<file path="src/rtl/hub75_bcm_scheduler.sv">
// hub75_bcm_scheduler: HUB75 BCM scan sequencer (fetch, shift, latch, weighted unblank per row/plane).
module hub75_bcm_scheduler #(
    parameter int ROWBITS = 5,
    parameter int COLS = 64,
    parameter int PLANES = 8,
    parameter int BASE_ON = 4,
    localparam int COLBITS = (COLS > 1) ? $clog2(COLS) : 1,
    localparam int PLANEBITS = (PLANES > 1) ? $clog2(PLANES) : 1
) (
    input  logic                 clk,
    input  logic                 reset,
    input  logic                 enable,
    output logic                 fb_rd_en,
    output logic [ROWBITS-1:0]   fb_rd_row,
    output logic [COLBITS-1:0]   fb_rd_col,
    output logic [PLANEBITS-1:0] fb_rd_plane,
    input  logic [2:0]           fb_rgb1,
    input  logic [2:0]           fb_rgb2,
    output logic [2:0]           led_rgb1,
    output logic [2:0]           led_rgb2,
    output logic                 led_sclk,
    output logic                 led_latch,
    output logic                 led_blank,
    output logic [ROWBITS-1:0]   led_addr,
    output logic                 frame_done
);
    localparam int ONBITS = $clog2(BASE_ON) + PLANES;

    typedef enum logic [2:0] {IDLE, PRE, SHIFT_L, SHIFT_H, BLANK, LATCH, SHOW} state_t;

    state_t                 state, nxt;
    logic [COLBITS-1:0]     pix, pix_nxt;
    logic [ONBITS-1:0]      on_cnt;
    logic [ROWBITS-1:0]     row;
    logic [PLANEBITS-1:0]   plane;
    logic                   rd_q;
    logic                   show_end;

    assign fb_rd_row = row;
    assign fb_rd_plane = plane;

    always_comb begin
        nxt = state;
        show_end = state == SHOW && on_cnt == ONBITS'(1);
        pix_nxt = state == PRE ? '0 : pix + 1'b1;
        case (state)
            IDLE:    nxt = enable ? PRE : IDLE;
            PRE:     nxt = SHIFT_L;
            SHIFT_L: nxt = SHIFT_H;
            SHIFT_H: nxt = pix == COLBITS'(COLS - 1) ? BLANK : SHIFT_L;
            BLANK:   nxt = LATCH;
            LATCH:   nxt = SHOW;
            SHOW:    nxt = !show_end ? SHOW : enable ? PRE : IDLE;
            default: nxt = IDLE;
        endcase
    end

    // Outputs are registered from the next state so they line up with the state they describe.
    always_ff @(posedge clk or posedge reset) begin
        if (reset) begin
            state <= IDLE;
            pix <= '0;
            on_cnt <= '0;
            row <= '0;
            plane <= '0;
            rd_q <= 1'b0;
            fb_rd_en <= 1'b0;
            fb_rd_col <= '0;
            led_rgb1 <= '0;
            led_rgb2 <= '0;
            led_sclk <= 1'b0;
            led_latch <= 1'b0;
            led_blank <= 1'b1;
            led_addr <= '0;
            frame_done <= 1'b0;
        end else begin
            state <= nxt;
            rd_q <= fb_rd_en;
            led_sclk <= nxt == SHIFT_H;
            led_latch <= nxt == LATCH;
            led_blank <= nxt != SHOW;
            frame_done <= show_end && plane == PLANEBITS'(PLANES - 1) && row == '1;
            // Framebuffer data is valid the cycle after each read strobe.
            if (rd_q) begin
                led_rgb1 <= fb_rgb1;
                led_rgb2 <= fb_rgb2;
            end
            if (nxt == PRE) begin
                fb_rd_en <= 1'b1;
                fb_rd_col <= '0;
            end else if (nxt == SHIFT_L) begin
                fb_rd_en <= pix_nxt < COLBITS'(COLS - 1);
                fb_rd_col <= pix_nxt + 1'b1;
                pix <= pix_nxt;
            end else begin
                fb_rd_en <= 1'b0;
            end
            if (nxt == LATCH)
                led_addr <= row;
            if (nxt == SHOW && state != SHOW)
                on_cnt <= ONBITS'(BASE_ON) << plane;
            else if (state == SHOW)
                on_cnt <= on_cnt - 1'b1;
            if (show_end) begin
                plane <= plane == PLANEBITS'(PLANES - 1) ? '0 : plane + 1'b1;
                row <= plane == PLANEBITS'(PLANES - 1) ? row + 1'b1 : row;
            end
        end
    end
endmodule
</file>
<file path="config.mk">
export PLATFORM = sky130hd
export DESIGN_NAME = hub75_bcm_scheduler
export DESIGN_NICKNAME = d
export VERILOG_FILES = /design/src/rtl/hub75_bcm_scheduler.sv
export SDC_FILE = /design/constraint.sdc
export NUM_CORES = 1
export LEC_CHECK = 0
export CAP_MARGIN = 20
export CORE_MARGIN = 2
export CORE_UTILIZATION = 40
export CTS_BUF_LIST = sky130_fd_sc_hd__clkbuf_8
export DETAILED_ROUTE_END_ITERATION = 10
export SYNTH_ARGS = -nofsm -noshare
export SYNTH_HDL_FRONTEND = slang
export SYNTH_SLANG_ARGS = --single-unit
</file>
<file path="constraint.sdc">
create_clock -name clk -period 6.4 [get_ports clk]
set_input_delay 0.96 -clock clk [delete_from_list [all_inputs] [get_ports clk]]
set_output_delay 0.96 -clock clk [all_outputs]
set_load 0.02 [all_outputs]
</file>
==> results by group, run 1 <==
Setup path
  – Setup CP Type: reg2reg
  – CP required: 6600 ps
  – Worst R2R End: fb_rd_col[4]$_DFFE_PP0P_
  – Setup crit start kind: register
  – Reg2reg setup slack: 3780 ps
  – Crit path DAT: 2820 ps
  – CP Capture Type: register
  – Worst R2R Start: state[1]$_DFF_PP0_
  – CP Max Fanout: 15
  – Reg2Reg Depth: 6

Synth
  – Primary FF master, synth: dfrtp_1
  – Simple-gate share of the synthesized area: 0.1809
  – Synth area leaders: dfrtp_1, ha_1, mux2_2
  – Sequential area share after synthesis: 0.4881
  – XOR/XNOR Fraction of Synth Area: 0.04291
  – Mux cell area share after synthesis: 0.06436
  – Commonest cells in the netlist: dfrtp_1, nand2_1, nor2_1
  – Post-Synthesis Cells: 237
  – Post-synth EDFFs: 0
  – Most numerous cell in the Yosys netlist: dfrtp_1
  – Compound-Gate Fraction of Synth Area: 0.1360
  – Largest family of logic cells by synthesized area: simple AND/OR/NAND/NOR gates
  – Yosys top cell area share: 0.4778
  – Syn Nets: 258
  – Synth area leader: dfrtp_1
  – Post-synth design cell area: 0.002566 mm²
  – Post-Syn Area per Cell: 10.83 µm²
  – Syn. warnings: 0
  – Post-synth cell types: 52
  – Asr flop ratio synth: 1.000
  – #FFs+latches synth: 50
  – Synth Area in Adders: 0.05851

Finish
  – Final cell count without fillers: 349
  – Register area: 0.001252 mm²
  – Synthesis-to-layout area growth: 20.82%
  – Design Area, Final: 0.003100 mm²
  – Multi-input gate area: 0.001239 mm²
  – Layout filler cell count: 589
  – Fraction of layout instances using a drive strength above 1: 0.1140
  – Antenna diodes: 0
  – NumNets Final: 292

CTS
  – Post-CTS sizing: 0
  – Worst-case clock buffer depth: 2
  – Post-CTS setup buffers: 0
  – Clock Latency Late Sink: 300 ps
  – CTS clock-pin slew for the worst setup and hold paths: 100 ps
  – H-tree depth: 2
  – Cts hold-fix bufs: 0
  – Number of CTS-inserted buffers: 5
  – Root Driver: clkbuf_8
  – TritonCTS clock tree: done
  – Num Clock Sinks: 50

Worst hold path
  – Worst Hold End: rd_q$_DFF_PP0_
  – Hold_sp: fb_rd_en$_DFF_PP0_
  – Hold path depth: 0
  – Class of the worst hold path: reg2reg

Pwr
  – Flop pwr share: 0.589
  – Power share of the combinational group: 0.037
  – Power per Cell Area: 174.3 mW/mm²
  – Leakage: 0.001353 µW
  – P_sw: 124.2 µW
  – Internal: 416.3 µW
  – Sw Ratio: 0.2299
  – Max VDD drop: 0.0001124 V
  – Clock Power Share: 0.374

Timing
  – Clock Skew: 5.767 ps
  – Relative slew margins: 0.4719
  – Hold Vio Cnt, Final: 0
  – RSZ-0062 raised after global routing: no
  – Min cycle time layout: 2623 ps
  – Setup_tns: 0 ps
  – Final worst path period share: 0.4099
  – Final setup viols: 0
  – Pins Over Slew Limit: 0
  – Fmax achieved: 381.2 MHz
  – Worst-Margin Slew: 788.4 ps
  – Final worst slack: 3777 ps
  – Worst hold margin: 380.0 ps

GRT
  – Vias in the first global route: 1819
  – Global-route wire length before repair: 8583 µm
  – Initial antenna violation count: 0
  – Global route total overflow: 0
  – GRT Util Overall: 0.1492
  – Largest net degree at the start of global routing: 51

Drt
  – ANT nets after route: 0
  – 1st-iter DRT viols: 135
  – Drt total wl: 5023 µm
  – Detailed-route DRC error count: 0
  – Vias: 1880
  – Via/cell ratio: 5.387
  – Detailed Routing Iterations Pass 1: 4
  – WL/cell: 14.39 µm

Die
  – IO Pins: 39
  – Row count: 29
  – Die width: 84.10 µm
  – Initial Utilization: 0.4088
  – Die Y: 84.10 µm
  – Die Area: 0.007072 mm²
  – Core area: 0.006277 mm²

Placed design
  – PortBufs: 38
  – Post-DP Area: 0.003002 mm²
  – Half-perimeter wire length after detailed placement: 3434 µm
  – Routability-driven placement congestion ratio: 0.8152
  – Placed Cells: 341
  – Dpl ws: 3804 ps

Flow run
  – Max-Cap Viols: 0

Status
  – Outcome: finished, final reports clean
[cell usage in the layout (no fill, tap or decap), types with 3 or more instances in the layout]
master	instances
o21ai_0	13
and3_1	4
a21oi_1	5
o2bb2ai_1	3
xor2_1	4
mux2_2	12
nand2b_1	5
o211ai_1	4
nand2_1	20
clkdlybuf4s50_1	38
nor4_1	3
nor2_1	19
nor2b_1	3
dfrtp_1	49
nand3_1	9
inv_1	6
a22o_1	5
clkbuf_8	6
xnor2_1	6
ha_1	12
[layout make-up]
type / instances / area share
Multi-Input combinational cell: 168 / 0.3995
Clock buffer: 6 / 0.02663
Clock inverter: 2 / 0.005246
Timing Repair Buffer: 39 / 0.1251
Inverter: 7 / 0.008475
Tap cell: 77 / 0.03107
Sequential cell: 50 / 0.4040
[sequential cells by signal, summed over array words and instances (netlist names)]
name,count
fb_rd_en,1
state,3
led_rgb1,3
led_blank,1
fb_rd_row,5
led_addr,5
led_sclk,1
rd_q,1
fb_rd_plane,3
on_cnt,10
led_latch,1
led_rgb2,3
pix,6
fb_rd_col,6
frame_done,1
[layer usage]
| metal | GRT usage | wire length (µm) |
|---|---|---|
| met3 | 0.03264 | 211 |
| met1 | 0.2180 | 2635 |
| met5 | 0 | 0 |
| met2 | 0.2201 | 2146 |
| met4 | 0.04839 | 30 |
[kinds of logic after synthesis]
family / count (synthesis)
xor+xnor: 11
flops: 50
fa+ha+maj: 12
compound gates: 48
mux: 14
simple gates: 83
buf+inv: 19
[worst max-delay path by stage]
| stage | from | end | depth (start not counted) |
|---|---|---|---|
| after floorplan | state[0]$_DFF_PP0_ | fb_rd_col[4]$_DFFE_PP0P_ | 7 |
| after CTS | state[1]$_DFF_PP0_ | fb_rd_col[4]$_DFFE_PP0P_ | 6 |
| after global routing | state[1]$_DFF_PP0_ | fb_rd_col[4]$_DFFE_PP0P_ | 6 |
| final | state[1]$_DFF_PP0_ | fb_rd_col[4]$_DFFE_PP0P_ | 6 |
| after detailed placement | state[1]$_DFF_PP0_ | fb_rd_col[4]$_DFFE_PP0P_ | 6 |
| after global placement | state[1]$_DFF_PP0_ | fb_rd_col[4]$_DFFE_PP0P_ | 6 |
[critical path, cell delays in order (launching register included)]
cell and delay, ps:
dfrtp_1 540, nor3b_1 670, nor2b_1 150, ha_1 270
nor4b_1 170, or4_1 470, a32o_1 250
[power groups by stage]
| stage | Clock (µW) | Sequential [µW] | Combinational [µW] |
|---|---|---|---|
| floorplan | 0 | 327 | 6.38 |
| global placement | 0 | 325 | 20.5 |
| detailed placement | 0 | 325 | 20.6 |
| CTS | 211 | 318 | 20.7 |
| global route | 223 | 319 | 22.2 |
| finish | 202 | 318 | 19.7 |
[per-stage QoR]
| step | util | power [µW] |
|---|---|---|
| after CTS | 0.4939 | 550.3 |
| after global routing | 0.4939 | 563.7 |
| final | 0.4939 | 540.5 |
| after floorplan | - | 333.6 |
| after global placement | 0.4782 | 345.1 |
| after detailed placement | 0.4782 | 345.2 |
Power figures use the tool's default switching activity.
==> run 2: changes to the inputs <==
clock period = 2.2 ns   (was 6.4 ns; I/O delays follow)
==> results by group, run 2 (synthesized netlist as in run 1, its figures left out) <==
CTS
  – H-tree depth: 2 (unchanged)
  – CTS clock-pin slew for the worst setup and hold paths: 100 ps (about the same)
  – Worst-case clock buffer depth: 2 (unchanged)
  – Number of CTS-inserted buffers: 5 (unchanged)
  – Clock Latency Late Sink: 310 ps (about the same)
  – Num Clock Sinks: 50 (unchanged)
  – Root Driver: clkbuf_8
  – TritonCTS clock tree: done

GRT
  – Largest net degree at the start of global routing: 33 (-35%)
  – Global-route wire length before repair: 9087 µm (+5.9%)
  – GRT Util Overall: 0.1581 (+0.008940)
  – Global route total overflow: 0 (unchanged)
  – Vias in the first global route: 1909 (+4.9%)
  – Initial antenna violation count: 0 (unchanged)

Finish
  – Most frequent cells in the layout: dfrtp_1, clkdlybuf4s50_1, nand2_1
  – Multi-input gate area: 0.001261 mm² (+1.8%)
  – Synthesis-to-layout area growth: 26.57%
  – Layout filler cell count: 576 (-2.2%)
  – NumNets Final: 305 (+4.5%)
  – Max FFs per register: 10 (unchanged)
  – Fraction of layout instances using a drive strength above 1: 0.1579 (+0.04392)
  – Most flops, register: on_cnt
  – Register area: 0.001252 mm² (unchanged)
  – Antenna diodes: 0 (unchanged)
  – Commonest non-fill, non-tap cell in the layout: dfrtp_1
  – Largest regs: on_cnt (10), fb_rd_col (6), pix (6)

Drt
  – Detailed Routing Iterations Pass 1: 4 (unchanged)
  – Top Layer Used: met4
  – Vias: 1926 (+2.4%)
  – WL met3: 252 µm (+19%)
  – Met2 Routed Length: 2274 µm (+6.0%)
  – Drt total wl: 5249 µm (+4.5%)
  – WL met1: 2651 µm (+0.61%)
  – Via/cell ratio: 5.320 (-1.2%)
  – ANT nets after route: 0 (unchanged)
  – WL/cell: 14.50 µm (+0.75%)
  – Detailed-route DRC error count: 0 (unchanged)
  – 1st-iter DRT viols: 90 (-33%)

Setup path
  – Worst R2R Start: on_cnt[1]$_DFFE_PP0P_
  – Crit path largest cell delay: 510 ps (-160 ps)
  – CP Max Fanout: 4 (-11)
  – Setup CP Type: reg2reg
  – Critical-path cell list: inv_1 > ha_1 > or4b_1 > nor3_2 > buf_4 > a31oi_1 > a41oi_1
  – Slowest-stage cell, CP: or4b_1
  – Setup crit start kind: register
  – Worst R2R End: fb_rd_en$_DFF_PP0_
  – Crit path DAT: 2280 ps (-540 ps)
  – CP Capture Type: register
  – CP required: 2410 ps (-4190 ps)
  – Reg2Reg Depth: 7 (+1)
  – Reg2reg setup slack: 130 ps (-3650 ps)
  – CP bufs+invs: 2 (+2)
  – CP delay by family, top: simple AND/OR/NAND/NOR gates

Timing
  – Final worst slack: 127.0 ps (-3650 ps)
  – Final worst path period share: 0.9423 (+0.5324)
  – Pins Over Slew Limit: 0 (unchanged)
  – Final setup viols: 0 (unchanged)
  – Hold Vio Cnt, Final: 0 (unchanged)
  – Relative slew margins: 0.5645 (+0.09259)
  – Min cycle time layout: 2073 ps (-550.1 ps)
  – Setup_tns: 0 ps (unchanged)
  – RSZ-0062 raised after global routing: no
  – Clock Skew: 10.95 ps (+5.185 ps)
  – Fmax achieved: 482.4 MHz (+27%)
  – Worst-Margin Slew: 644.2 ps (-144.3 ps)

Placed design
  – Half-perimeter wire length after detailed placement: 3774 µm (+9.9%)
  – Routability-driven placement congestion ratio: 0.8871 (+8.8%)
  – Dpl ws: 115.1 ps (-3689 ps)
  – PortBufs: 38 (unchanged)

Worst hold path
  – Class of the worst hold path: in2async

Die
  – IO Pins: 39 (unchanged)
  – Die width: 84.10 µm (unchanged)
  – Row count: 29 (unchanged)
  – Die Y: 84.10 µm (unchanged)
  – Die Area: 0.007072 mm² (unchanged)
  – Initial Utilization: 0.4088 (unchanged)
  – Core area: 0.006277 mm² (unchanged)

Pwr
  – Power per Cell Area: 505.0 mW/mm² (+190%)
  – Leakage: 0.001431 µW (+5.8%)
  – Max VDD drop: 0.0003337 V (+200%)

Status
  – Outcome: finished, final reports clean

Flow run
  – Max-Cap Viols: 0 (unchanged)
-- run 2: final cells by class --
class	instances	share of cell area
clock buffers	5	0.02119
clock inverters	3	0.01387
inverters	7	0.008089
multi-input cells	168	0.3883
flip-flops and latches	50	0.3856
well taps	77	0.02966
repair buffers	52	0.1533
-- run 2: worst max-delay path by stage --
stage	start	to	depth (start not counted)
after global routing	pix[0]$_DFFE_PP0P_	fb_rd_col[4]$_DFFE_PP0P_	6
final	on_cnt[1]$_DFFE_PP0P_	fb_rd_en$_DFF_PP0_	7
after floorplan	state[0]$_DFF_PP0_	fb_rd_col[4]$_DFFE_PP0P_	7
after detailed placement	pix[1]$_DFFE_PP0P_	fb_rd_col[4]$_DFFE_PP0P_	6
after global placement	pix[1]$_DFFE_PP0P_	fb_rd_col[4]$_DFFE_PP0P_	6
after CTS	pix[1]$_DFFE_PP0P_	fb_rd_col[4]$_DFFE_PP0P_	6
-- run 2: routing by layer --
layer  up-vias  GRT usage
li1        947          -
met1       925     0.2283
met2        49     0.2345
met3         5    0.03660
met4         0    0.05132
met5         -          0
-- run 2: where the power goes --
group	switching [µW]	leakage, µW	internal (µW)
clock	315	0.0000504	338
combinational	31.3	0.000734	29.8
sequential	2.20	0.000647	924
total	348	0.00143	1290
-- run 2: through the flow --
step | utilization | cell area (µm²) | instances | hold WS [ps] | power (µW)
global route | 0.5174 | 3248 | 362 | 385.3 | 1707
detailed placement | 0.4941 | 3102 | 352 | 359.4 | 1008
CTS | 0.5123 | 3216 | 360 | 334.4 | 1665
floorplan | - | 2571 | 237 | 481.7 | 970.4
finish | 0.5174 | 3248 | 362 | 325.0 | 1640
global placement | 0.4941 | 3102 | 352 | 363.2 | 1007
-- run 2: what timing repair did --
| item | 4_1_cts | 5_1_grt |
|---|---|---|
| gates resized for setup | 0 | 2 |
| buffers inserted | 0 | 2 |
| endpoints found under the setup margin | 0 | 2 |
| hold buffers | 0 | 0 |
| hold endpoints to repair | 0 | 0 |
==> run 3: changes to the inputs <==
CORE_ASPECT_RATIO = 1.1   (was default)
==> results by group, run 3 (synthesized netlist as in run 1, its figures left out) <==
CTS
  – Cts hold-fix bufs: 0 (unchanged)
  – TritonCTS clock tree: done
  – H-tree depth: 2 (unchanged)
  – Number of CTS-inserted buffers: 5 (unchanged)
  – Num Clock Sinks: 50 (unchanged)
  – CTS clock-pin slew for the worst setup and hold paths: 100 ps (about the same)
  – Clock Latency Late Sink: 300 ps (about the same)
  – Worst-case clock buffer depth: 2 (unchanged)
  – Root Driver: clkbuf_8

Die
  – IO Pins: 39 (unchanged)
  – Die Y: 88.01 µm (+4.6%)
  – Die width: 80.37 µm (-4.4%)
  – Initial Utilization: 0.4143 (+0.005533)
  – Row count: 30 (+3.4%)
  – Core area: 0.006193 mm² (-1.3%)
  – Die Area: 0.007073 mm² (about the same)

GRT
  – Met2 Use GR: 0.2833 (+0.04885)
  – Grt met3 use: 0.04021 (+0.003609)
  – GRT busiest layer: met2
  – Initial antenna violation count: 0 (unchanged)
  – Global route total overflow: 0 (unchanged)
  – Met1 Usage GRT: 0.2051 (-0.02319)
  – GRT Util Overall: 0.1644 (+0.006322)
  – Vias in the first global route: 1914 (+0.26%)
  – Largest net degree at the start of global routing: 36 (+9.1%)
  – Global-route wire length before repair: 9080 µm (about the same)

Setup path
  – Setup CP Type: reg2reg
  – Setup crit start kind: register
  – End point of the critical path: fb_rd_col[4]$_DFFE_PP0P_
  – CP bufs+invs: 0 (-2)
  – CP delay by family, top: simple AND/OR/NAND/NOR gates
  – Worst R2R End: fb_rd_col[4]$_DFFE_PP0P_
  – Cell count along the critical path: 6 (-1)
  – Crit path largest cell delay: 470 ps (-40 ps)
  – Crit path DAT: 2300 ps (+20 ps)
  – CP Max Fanout: 5 (+1)
  – Slowest-stage cell, CP: or4_1
  – Worst R2R Start: pix[1]$_DFFE_PP0P_
  – CP Launch Point: pix[1]$_DFFE_PP0P_
  – Reg2Reg Depth: 6 (-1)
  – Critical-path cell list: ha_1 > nor2b_1 > ha_2 > nor4b_1 > or4_1 > a32o_1
  – Reg2reg setup slack: 100 ps (-20 ps)
  – CP Capture Type: register
  – CP required: 2400 ps (about the same)

Placed design
  – Dpl ws: 91.40 ps (-23.71 ps)
  – Half-perimeter wire length after detailed placement: 3931 µm (+4.2%)
  – PortBufs: 38 (unchanged)
  – Routability-driven placement congestion ratio: 0.8911 (+0.45%)

Drt
  – Drt total wl: 5450 µm (+3.8%)
  – 1st-iter DRT viols: 58 (-36%)
  – ANT nets after route: 0 (unchanged)
  – Vias: 1934 (+0.42%)
  – Detailed Routing Iterations Pass 1: 4 (unchanged)
  – WL/cell: 15.01 µm (+3.5%)
  – Detailed-route DRC error count: 0 (unchanged)
  – Via/cell ratio: 5.328 (+0.14%)

Pwr
  – Clock Power Share: 0.351 (-0.047)
  – Internal: 1174 µW (-9.1%)
  – Max VDD drop: 0.0002610 V (-22%)
  – Leakage: 0.001415 µW (-1.1%)
  – Flop pwr share: 0.609 (+0.044)
  – Sw Ratio: 0.2285 (+0.01612)
  – P_sw: 347.7 µW (-0.16%)
  – Power share of the combinational group: 0.040 (+0.003)
  – Power per Cell Area: 476.5 mW/mm² (-5.6%)

Finish
  – Most frequent cells in the layout: dfrtp_1, clkdlybuf4s50_1, nand2_1
  – Commonest non-fill, non-tap cell in the layout: dfrtp_1
  – Fraction of layout instances using a drive strength above 1: 0.1519 (-0.005951)
  – NumNets Final: 303 (-0.66%)
  – Most flops, register: on_cnt
  – Antenna diodes: 0 (unchanged)
  – Synthesis-to-layout area growth: 24.48%
  – Largest regs: on_cnt (10), fb_rd_col (6), pix (6)
  – Post-layout util: 0.5158 (-0.001683)
  – Max FFs per register: 10 (unchanged)

Timing
  – Clock Skew: 9.018 ps (-1.934 ps)
  – Final worst slack: 102.6 ps (-24.41 ps)
  – Hold Vio Cnt, Final: 0 (unchanged)
  – Final setup viols: 0 (unchanged)
  – Min cycle time layout: 2097 ps (+24.41 ps)
  – Worst-Margin Slew: 700.2 ps (+56.09 ps)
  – Pins Over Slew Limit: 0 (unchanged)
  – Fmax achieved: 476.8 MHz (-1.2%)
  – Setup_tns: 0 ps (unchanged)
  – Relative slew margins: 0.5332 (-0.03134)
  – RSZ-0062 raised after global routing: no
  – Final worst path period share: 0.9534 (+0.01110)

Flow run
  – Max-Cap Viols: 0 (unchanged)

Status
  – Outcome: finished, final reports clean

Worst hold path
  – Class of the worst hold path: in2async
-- run 3: cell count changes in the layout (fill, tap and decap cells not counted), sizes merged --
cell	delta
inv	+1
bufinv	-1
clkinvlp	-2
buf	-2
clkinv	+2
-- run 3: power by group through the flow --
stage / clock network [µW] / logic (µW) / registers (µW)
2_1_floorplan: 0 / 18.6 / 952
3_3_place_gp: 0 / 62.6 / 944
3_5_place_dp: 0 / 62.8 / 945
4_1_cts: 557 / 62.9 / 927
5_1_grt: 603 / 68.3 / 927
6_report: 535 / 60.8 / 926
-- run 3: final cells by class --
class                           count  area (µm²)
Fill cell                         581        2999
Sequential cell                    50        1252
Multi-Input combinational cell    168        1246
Timing Repair Buffer               50       483.0
Tap cell                           80       100.1
Clock buffer                        5       68.82
Inverter                            7       26.28
Clock inverter                      3       17.52
-- run 3: stage by stage --
step | instance area [µm²] | std cells | total power (µW) | hold WS, ps
after global placement | 3105 | 355 | 1007 | 357.6
after detailed placement | 3105 | 355 | 1008 | 371.0
final | 3194 | 363 | 1522 | 309.9
after floorplan | 2571 | 237 | 970.4 | 481.7
after CTS | 3192 | 363 | 1546 | 321.2
after global routing | 3194 | 363 | 1599 | 331.5
-- run 3: worst min path at each step --
stage	endpoint	slack (ps)	cells after the start
2_1_floorplan	led_rgb1[0]$_DFFE_PP0P_	480	1
3_3_place_gp	rd_q$_DFF_PP0_	360	0
3_5_place_dp	rd_q$_DFF_PP0_	370	0
4_1_cts	fb_rd_col[1]$_DFFE_PP0P_	320	2
5_1_grt	fb_rd_col[1]$_DFFE_PP0P_	330	2
6_report	fb_rd_col[1]$_DFFE_PP0P_	310	2
-- run 3: what timing repair did --
action,4_1_cts,5_1_grt
setup endpoints to repair,0,1
setup buffers,0,0
gates resized for setup,0,1
-- run 3: worst register-to-register path, cell delays in order, from the launching register on --
cell and delay [ps]:
dfrtp_1 440, ha_1 300, nor2b_1 160, ha_2 210, nor4b_1 150, or4_1 470
a32o_1 260
-- run 3: routing by layer --
metal | routed length, µm | vias up
met5 | 0 | -
met4 | 54 | 0
met3 | 212 | 6
met2 | 2638 | 52
met1 | 2545 | 932
li1 | - | 944
